File: src/rtl/json_io_pkg.sv
// json_io_pkg: byte and arbiter-state types shared by the JSON stream blocks
package json_io_pkg;
    localparam int BYTE_W = 8;
    typedef logic [7:0] byte_t;
    typedef enum logic {ARB_IDLE, ARB_LOCKED} arb_state_e;
endpackage

File: src/rtl/json_stream_arbiter_rr_pick.sv
// rr_pick: combinational round-robin search for the first set request above the previous winner
module rr_pick #(
    parameter int N_REQ = 4,
    parameter int ID_W = $clog2(N_REQ)
) (
    input  logic [N_REQ-1:0] req,
    input  logic [ID_W-1:0]  last,
    output logic             any,
    output logic [ID_W-1:0]  idx
);
    assign any = |req;
    // walk from the farthest candidate back to last+1 so the nearest set bit overrides
    always_comb begin
        idx = '0;
        for (int k = N_REQ; k >= 1; k--)
            idx = req[(int'(last) + k) % N_REQ] ? ID_W'((int'(last) + k) % N_REQ) : idx;
    end
endmodule

File: src/rtl/json_stream_arbiter.sv
// json_stream_arbiter: frame-granular round-robin sharing of one byte sink among N_REQ producers,
// with a one-entry output register and per-frame length/source reporting.
module json_stream_arbiter
    import json_io_pkg::*;
#(
    parameter int N_REQ = 4,
    parameter int ID_W = $clog2(N_REQ),
    parameter int LEN_W = 16
) (
    input  logic               clk,
    input  logic               rst_n,
    input  logic [N_REQ-1:0]   s_valid,
    input  logic [N_REQ*8-1:0] s_data,
    input  logic [N_REQ-1:0]   s_last,
    output logic [N_REQ-1:0]   s_ready,
    output logic               m_valid,
    output logic [7:0]         m_data,
    output logic               m_last,
    output logic [ID_W-1:0]    m_id,
    input  logic               m_ready,
    output logic               busy,
    output logic               done_valid,
    output logic [ID_W-1:0]    done_id,
    output logic [LEN_W-1:0]   done_len,
    output logic               done_sat
);
    localparam logic [LEN_W-1:0] LEN_MAX = '1;

    arb_state_e       state;
    logic [ID_W-1:0]  grant, last_grant, pick;
    logic             pick_any;
    logic [LEN_W-1:0] len_cnt, len_inc;
    logic             sat, sat_inc;
    logic             take, accept, cur_valid, cur_last;
    byte_t            cur_data;

    rr_pick #(.N_REQ(N_REQ), .ID_W(ID_W)) u_pick (
        .req(s_valid), .last(last_grant), .any(pick_any), .idx(pick)
    );

    assign busy    = (state == ARB_LOCKED);
    assign take    = busy && (!m_valid || m_ready);
    assign accept  = take && cur_valid;
    assign len_inc = (len_cnt == LEN_MAX) ? len_cnt : len_cnt + LEN_W'(1);
    assign sat_inc = sat || (len_cnt == LEN_MAX);

    always_comb begin
        cur_valid = 1'b0;
        cur_last  = 1'b0;
        cur_data  = '0;
        s_ready   = '0;
        for (int i = 0; i < N_REQ; i++) begin
            cur_valid  = (grant == ID_W'(i)) ? s_valid[i] : cur_valid;
            cur_last   = (grant == ID_W'(i)) ? s_last[i] : cur_last;
            cur_data   = (grant == ID_W'(i)) ? s_data[i*8 +: 8] : cur_data;
            s_ready[i] = take && (grant == ID_W'(i));
        end
    end

    always_ff @(posedge clk or negedge rst_n) begin
        if (!rst_n) begin
            state      <= ARB_IDLE;
            grant      <= '0;
            last_grant <= ID_W'(N_REQ - 1);
            len_cnt    <= '0;
            sat        <= 1'b0;
            m_valid    <= 1'b0;
            m_data     <= '0;
            m_last     <= 1'b0;
            m_id       <= '0;
            done_valid <= 1'b0;
            done_id    <= '0;
            done_len   <= '0;
            done_sat   <= 1'b0;
        end else begin
            done_valid <= 1'b0;
            if (accept) begin
                m_valid <= 1'b1;
                m_data  <= cur_data;
                m_last  <= cur_last;
                m_id    <= grant;
                len_cnt <= len_inc;
                sat     <= sat_inc;
            end else if (m_ready) begin
                m_valid <= 1'b0;
            end
            if (accept && cur_last) begin
                done_valid <= 1'b1;
                done_id    <= grant;
                done_len   <= len_inc;
                done_sat   <= sat_inc;
                last_grant <= grant;
                state      <= ARB_IDLE;
            end
            // arbitration consumes the whole IDLE cycle; no byte moves here
            if (state == ARB_IDLE && pick_any) begin
                state   <= ARB_LOCKED;
                grant   <= pick;
                len_cnt <= '0;
                sat     <= 1'b0;
            end
        end
    end
endmodule

File: config.mk
export PLATFORM = sky130hd
export DESIGN_NAME = json_stream_arbiter
export DESIGN_NICKNAME = d
export VERILOG_FILES = /design/src/rtl/json_io_pkg.sv /design/src/rtl/json_stream_arbiter_rr_pick.sv /design/src/rtl/json_stream_arbiter.sv
export SDC_FILE = /design/constraint.sdc
export NUM_CORES = 1
export LEC_CHECK = 0
export CAP_MARGIN = 20
export CELL_PAD_IN_SITES_DETAIL_PLACEMENT = 0
export CELL_PAD_IN_SITES_GLOBAL_PLACEMENT = 2
export CORE_MARGIN = 2
export CORE_UTILIZATION = 30
export CTS_BUF_LIST = sky130_fd_sc_hd__clkbuf_2
export CTS_CLUSTER_DIAMETER = 40
export CTS_CLUSTER_SIZE = 14
export DETAILED_ROUTE_END_ITERATION = 12
export PLACE_DENSITY_LB_ADDON = 0.1
export RECOVER_POWER = 50
export SYNTH_ARGS = -nofsm -noshare
export SYNTH_HDL_FRONTEND = slang
export SYNTH_HIERARCHICAL = 1
export SYNTH_SLANG_ARGS = --single-unit
File: constraint.sdc
create_clock -name clk -period 2.6 [get_ports clk]
set_input_delay 0.52 -clock clk [delete_from_list [all_inputs] [get_ports clk]]
set_output_delay 0.52 -clock clk [all_outputs]
set_load 0.1 [all_outputs]
==> reports/summary.log, run 1 <==
qor: outcome.outcome finished clean
qor: clock_network.ctsRootBufferMaster sky130_fd_sc_hd__clkbuf_2
qor: worst_setup_path.setup.worst_path.class in -> reg
qor: clock_network.ctsHtreeMaxLevel 2
qor: timing.final-max-slew-violation-count 0
qor: global_route.track_usage 15.6%
qor: place.place.gp.congestion 0.726
qor: worst_setup_path.timing.critical_path.max_delay_family buffers and inverters
qor: logic_synthesis.synth_cells 287
qor: worst_setup_path.critPathCaptureType register
qor: logic_synthesis.synth-main-ff-cell sky130_fd_sc_hd__dfrtp_1
qor: clock_network.cts_max_path_buffers 2
qor: die.die-area 0.0110 sq mm
qor: worst_setup_path.critPathArrivalTime 2.72 ns
qor: logic_synthesis.yosysMostFrequentCell sky130_fd_sc_hd__dfrtp_1
qor: detailed_routing.wire_per_inst 16.3 um
qor: layout.post-route-util 40.8%
qor: logic_synthesis.synthDominantCellAreaShare 42.6%
qor: logic_synthesis.yosysTopAreaCell sky130_fd_sc_hd__dfrtp_1
qor: run.drv.max_cap_violation_count 0
qor: timing.final_period_minus_worst_setup_slack 2.33 ns
qor: logic_synthesis.synthesis.area 0.00306 sq mm
qor: timing.finalSetupTns 0 ns
qor: global_route.grt_overflow 0
qor: global_route.antenna_found_initial 0
qor: worst_setup_path.slowest_stage sky130_fd_sc_hd__dlygate4sd3_1
qor: logic_synthesis.ys_top_cells_by_area sky130_fd_sc_hd__dfrtp_1 43%, sky130_fd_sc_hd__mux4_2 6.6%, sky130_fd_sc_hd__nand2_1 6.3%
qor: clock_network.clkTransAtPathRegs 0.29 ns
qor: timing.timing.fmax 0.428 GHz
qor: global_route.grt_pass1_vias 2628
qor: layout.area_growth_syn_to_layout 31.2%
qor: place.place_hpwl 5940 um
qor: clock_network.cts_setup_buffers 0
qor: detailed_routing.detailed_route_vias_per_instance 5.03
qor: die.die_height 105 um
qor: timing.relSlewSlack 22.1%
qor: logic_synthesis.ys_seq_area_share 44.3%
qor: logic_synthesis.yosys-top-cells-count 52 x sky130_fd_sc_hd__dfrtp_1, 51 x sky130_fd_sc_hd__nand2_1, 21 x sky130_fd_sc_hd__a21oi_1, 12 x sky130_fd_sc_hd__xnor2_1, 10 x sky130_fd_sc_hd__nor2_1
qor: layout.instances_no_fill 501
qor: detailed_routing.drtPass1Iterations 4
qor: clock_network.cts_tree done
qor: clock_network.clock_sink_count 54
qor: detailed_routing.num_vias 2520
qor: layout.fin_nets 411
qor: timing.rsz0062_at_grt no
qor: timing.fin_skew 0.0210 ns
qor: detailed_routing.number_of_design_rule_violations_left_after_detail_routing 0
qor: power.vdd.ir_drop.worst 0.000815 V
qor: logic_synthesis.synthesis.yosys.warnings 6
qor: timing.setup_viol_count_final 0
qor: die.initial_core_util 31.1%
qor: detailed_routing.drt.antenna.violating_nets 0
qor: detailed_routing.detail_route.wirelength 8180 um
qor: worst_setup_path.critical_path.startpoint_type input pin
qor: logic_synthesis.synthArstFlopShare 100%
qor: timing.fin_crit_sh 89.8%
qor: worst_setup_path.list_of_cells_traversed_by_the_critical_path dlygate4sd3_1 > nor2_1 > nand2_1 > nor2b_1 > clkbuf_1 > mux2i_1 > mux2_2
qor: worst_setup_path.crit_path_max_fanout 15
qor: die.die_w 105 um
qor: global_route.grt_pass1_wl 13900 um
qor: timing.hold_viol_final 0
qor: worst_setup_path.critical_path_required 2.98 ns
qor: global_route.maximum_number_of_pins_on_one_net_before_global_route_repair 31
qor: clock_network.cts_made_buffers 5
qor: layout.share_of_cells_above_drive_strength_1 24.2%
qor: detailed_routing.first_iter_violations 122
qor: logic_synthesis.synth_enable_flop_cells 0
qor: place.dp.cells 492
qor: logic_synthesis.synth_cell_type_count 51
qor: layout.diodes 0
qor: clock_network.clock_latency 0.44 ns
qor: place.numPortBuffers 79
qor: logic_synthesis.syn-mean-instance-area 10.6 sq um
qor: timing.worst-slew-pin-transition 1.17 ns
qor: timing.hold_slack 0.509 ns
qor: power.power-per-cell-area 1350 mW/mm^2
qor: worst_setup_path.worst_stage_delay_on_the_critical_path 0.69 ns
qor: logic_synthesis.mappedNetlistNets 331
qor: die.io-pin-count 80
qor: die.placementRows 36
qor: power.leakagePower 1.73 nW
qor: worst_setup_path.worst-path-buf-inv 2
qor: die.coreArea 0.00982 sq mm
qor: min_path.worst_hold_path_type reg -> reg
qor: logic_synthesis.synth-seq-cells 54
## repair_timing
item / CTS / global route
hold endpoints to repair: 16 / 0
hold buffers: 1 / 0
gates resized for setup: 0 / 1
endpoints found under the setup margin: 0 / 1
## worst paths after layout
check / from / end / depth (start not counted) / slack [ns]
max in group asynchronous: rst_n / done_len[14] / 3 / 0.71
worst min-delay path: m_data[2] / m_data[2] / 2 / 0.51
worst max register to register: len_cnt[1] / done_len[5] / 6 / 0.36
worst min register to register: m_data[2] / m_data[2] / 2 / 0.51
min in group asynchronous: rst_n / len_cnt[0] / 2 / 0.79
worst max-delay path: s_valid[3] / len_cnt[0] / 7 / 0.27
## layout by cell type, fill, tap and decap left out, types with 6 or more instances in the layout
master,count
sky130_fd_sc_hd__nor2_1,10
sky130_fd_sc_hd__a31oi_1,8
sky130_fd_sc_hd__buf_4,26
sky130_fd_sc_hd__dfrtp_1,49
sky130_fd_sc_hd__xnor2_1,12
sky130_fd_sc_hd__a21oi_1,21
sky130_fd_sc_hd__nor3_1,7
sky130_fd_sc_hd__clkbuf_1,12
sky130_fd_sc_hd__clkdlybuf4s50_1,40
sky130_fd_sc_hd__clkbuf_2,13
sky130_fd_sc_hd__nand2_1,51
sky130_fd_sc_hd__inv_1,6
sky130_fd_sc_hd__mux4_2,9
sky130_fd_sc_hd__mux2_4,9
## report_power, final
part           internal [mW]  switching [mW]  total (mW)
Combinational           1.01            2.60        3.61
Clock                  0.166           0.276       0.442
Sequential              1.12           0.223        1.34
## per-stage QoR
stage / instance area (sq um) / power, mW / worst slack [ns]
floorplan: 3090 / 4.16 / 0.140
global placement: 4000 / 5.10 / 0.142
detailed placement: 4000 / 5.09 / 0.106
CTS: 4080 / 5.55 / 0.0592
global route: 4010 / 5.70 / 0.140
finish: 4010 / 5.39 / 0.266
## tightest hold or removal path: cells and delay by family, from the launching register on
| family | cells | cell delay (ns) |
|---|---|---|
| flip-flops | 1 | 0.41 |
| AND/OR/NAND/NOR | 2 | 0.10 |
## state kept, by name, indices dropped and copies added (netlist names)
register,cells
m_valid,1
m_data,8
last_grant,2
busy,1
grant,2
sat,1
len_cnt,16
done_len,16
done_id,2
done_valid,1
m_id,2
m_last,1
done_sat,1
## layout make-up
| class | instances | area (sq um) |
|---|---|---|
| Clock inverter | 2 | 37.5 |
| Clock buffer | 6 | 30.0 |
| Multi-Input combinational cell | 208 | 1600 |
| Tap cell | 133 | 166 |
| Sequential cell | 54 | 1360 |
| Inverter | 6 | 22.5 |
| Timing Repair Buffer | 92 | 796 |
| Fill cell | 1034 | 5810 |
## routing by layer
| metal | GRT usage (%) | up-vias | share of wire (%) |
|---|---|---|---|
| li1 | - | 1204 | - |
| met1 | 21.4 | 1254 | 49 |
| met2 | 25.6 | 58 | 47 |
| met3 | 2.99 | 4 | 3.8 |
| met4 | 3.43 | 0 | 0.77 |
| met5 | 0 | - | 0 |
## kinds of logic after synthesis
logic type	Yosys count	share of synthesized area, %
AOI/OAI and AO/OA	56	13.2
xor gates and xnor gates	12	3.44
adders and majority gates	1	0.409
buffers and inverters	25	4.46
DFF	54	44.3
muxes	31	15.6
and+or+nand+nor	108	18.6
No activity file was read; power rests on OpenSTA's default activity.
==> inputs of run 2 (changes only) <==
--- a/config.mk
+++ b/config.mk
@@ -8,12 +8,12 @@
 export CAP_MARGIN = 20
 export CELL_PAD_IN_SITES_DETAIL_PLACEMENT = 0
 export CELL_PAD_IN_SITES_GLOBAL_PLACEMENT = 2
-export CORE_MARGIN = 2
 export CORE_UTILIZATION = 30
 export CTS_BUF_LIST = sky130_fd_sc_hd__clkbuf_2
 export CTS_CLUSTER_DIAMETER = 40
 export CTS_CLUSTER_SIZE = 14
 export DETAILED_ROUTE_END_ITERATION = 12
+export GPL_TIMING_DRIVEN = 0
 export PLACE_DENSITY_LB_ADDON = 0.1
 export RECOVER_POWER = 50
 export SYNTH_ARGS = -nofsm -noshare
==> constraint.sdc (replaced) <==
create_clock -name clk -period 2.6 [get_ports clk]
set_input_delay 0.65 -clock clk [delete_from_list [all_inputs] [get_ports clk]]
set_output_delay 0.65 -clock clk [all_outputs]
set_load 0.1 [all_outputs]
==> reports/summary.log, run 2 (synthesis gave the netlist of run 1 again) <==
qor: worst_setup_path.critical_path_required 1.95 ns
qor: outcome.violated_checks capacitance limit, slew limit
qor: power.power.share.switching 58.4%
qor: power.power_frac_seq 23.8%
qor: timing.relSlewSlack -4.68%
qor: clock_network.cts_tree done
qor: timing.hold_viol_final 0
qor: detailed_routing.drt.antenna.violating_nets 0
qor: worst_setup_path.crit_path_max_fanout 4
qor: detailed_routing.maxUsedRoutingLayer met4
qor: power.leakagePower 1.83 nW
qor: die.placementRows 36
qor: detailed_routing.detail_route.wirelength 8420 um
qor: detailed_routing.detailed_route_vias_per_instance 4.97
qor: detailed_routing.drtPass1Iterations 4
qor: timing.rsz0062_at_grt no
qor: layout.design_area 0.00407 sq mm
qor: global_route.grt_pass1_wl 13400 um
qor: die.die_w 103 um
qor: global_route.maximum_number_of_pins_on_one_net_before_global_route_repair 29
qor: global_route.track_usage 17.0%
qor: detailed_routing.num_vias 2523
qor: layout.diodes 0
qor: clock_network.cts_max_path_buffers 2
qor: worst_setup_path.list_of_cells_traversed_by_the_critical_path clkdlybuf4s50_1 > nand2b_1 > nand2_2 > nor3b_4 > buf_6
qor: timing.timing.final.ws_setup 0.104 ns
qor: worst_setup_path.worst_stage_delay_on_the_critical_path 0.45 ns
qor: die.coreArea 0.00982 sq mm
qor: clock_network.cts_setup_buffers 0
qor: timing.final-max-slew-violation-count 29
qor: global_route.grt_overflow 0
qor: timing.fin_skew 0.0297 ns
qor: clock_network.ctsHtreeMaxLevel 2
qor: outcome.outcome finished with violations
qor: die.io-pin-count 80
qor: clock_network.cts_made_buffers 5
qor: timing.final_period_minus_worst_setup_slack 2.50 ns
qor: timing.setup_viol_count_final 0
qor: global_route.antenna_found_initial 0
qor: power.net_switching_power_of_the_design 3.11 mW
qor: worst_setup_path.critical_path.startpoint_type input pin
qor: global_route.grt_pass1_vias 2561
qor: worst_setup_path.critPathCaptureType output pin
qor: power.combinationalPowerShare 67.9%
qor: timing.fin_crit_sh 96.0%
qor: die.die-area 0.0106 sq mm
qor: detailed_routing.first_iter_violations 80
qor: die.die_height 103 um
qor: die.initial_core_util 31.1%
qor: layout.area_growth_syn_to_layout 33.3%
qor: layout.share_of_cells_above_drive_strength_1 18.7%
qor: run.drv.max_cap_violation_count 1
qor: clock_network.clock_sink_count 54
qor: power.power-per-cell-area 1310 mW/mm^2
qor: layout.reg_top3 done_len (16), len_cnt (16), m_data (8)
qor: timing.timing.fmax 0.401 GHz
qor: layout.fin_nets 418
qor: worst_setup_path.slowest_stage sky130_fd_sc_hd__clkdlybuf4s50_1
qor: place.place.gp.congestion 0.766
qor: timing.worst-slew-pin-transition 1.57 ns
qor: layout.layout_common_cells 50 x sky130_fd_sc_hd__nand2_1, 50 x sky130_fd_sc_hd__dfrtp_1, 41 x sky130_fd_sc_hd__clkdlybuf4s50_1, 33 x sky130_fd_sc_hd__dlygate4sd2_1, 21 x sky130_fd_sc_hd__a21oi_1
qor: detailed_routing.wl_met2 4030 um
qor: clock_network.cts.hold.buffers_added 0
qor: layout.fill_cells 1043
qor: worst_setup_path.setup.worst_path.class in -> out
qor: min_path.worst_hold_path_type reg -> reg
qor: detailed_routing.m1WireLength 3810 um
qor: place.numPortBuffers 79
qor: detailed_routing.number_of_design_rule_violations_left_after_detail_routing 0
qor: power.clkPwrFrac 8.4%
qor: clock_network.clkTransAtPathRegs 0.29 ns
qor: detailed_routing.route.met3.wl 456 um
qor: detailed_routing.wire_per_inst 16.6 um
qor: worst_setup_path.critPathArrivalTime 1.85 ns
qor: clock_network.clock_latency 0.45 ns
qor: clock_network.ctsRootBufferMaster sky130_fd_sc_hd__clkbuf_2
qor: clock_network.post_cts.resized_instances 63
qor: power.intPower 2.22 mW
qor: place.place_hpwl 6180 um
qor: place.dp_area 0.00406 sq mm
qor: power.vdd.ir_drop.worst 0.000999 V
qor: place.dpl_worst_slack -0.848 ns
[run 2: power groups by stage]
stage                     Sequential [mW]  Combinational, mW  Clock [mW]
after CTS                            1.27               3.69       0.472
after global placement               1.29               3.80           0
after detailed placement             1.30               3.81           0
after floorplan                      2.71               1.45           0
after global routing                 1.31               3.85       0.502
final                                1.27               3.62       0.446
[run 2: final timing paths]
path | cells after the start | slack, ns | to | start
worst max-delay path | 5 | 0.10 | s_ready[1] | m_ready
worst min-delay path | 2 | 0.50 | m_data[0] | m_data[0]
worst max register to register | 7 | 0.25 | done_len[6] | len_cnt[0]
worst min register to register | 2 | 0.50 | m_data[0] | m_data[0]
max in group asynchronous | 2 | 0.62 | len_cnt[6] | rst_n
min in group asynchronous | 1 | 0.53 | m_valid | rst_n
[run 2: area by class of cell]
class | instances | area [sq um] | share of cell area, %
repair buffers | 80 | 749 | 18.4
clock inverters | 2 | 37.5 | 0.922
well taps | 133 | 166 | 4.09
clock buffers | 6 | 30.0 | 0.737
flip-flops and latches | 54 | 1360 | 33.3
plain buffers | 19 | 120 | 2.95
multi-input cells | 208 | 1590 | 39.0
inverters | 6 | 22.5 | 0.553
[run 2: layer usage]
metal,global-route usage [%],vias to the layer above
li1,-,1218
met1,21.6,1235
met2,29.5,61
met3,3.46,9
met4,4.66,0
met5,0,-
[run 2: through the flow]
step	hold slack [ns]	TNS, ns	std cells	utilization [%]	total power, mW
after floorplan	0.354	0	287	-	4.16
after global placement	0.448	-60.95	499	41.2	5.09
after detailed placement	0.456	-6.40	500	41.4	5.11
after CTS	0.192	0	508	41.7	5.44
after global routing	0.527	0	508	41.5	5.66
final	0.503	0	508	41.5	5.33
[run 2: worst max-delay path: cells and delay by family]
family,cells,cell delay [ns]
buffers and inverters,2,0.70
AND/OR/NAND/NOR,3,0.50
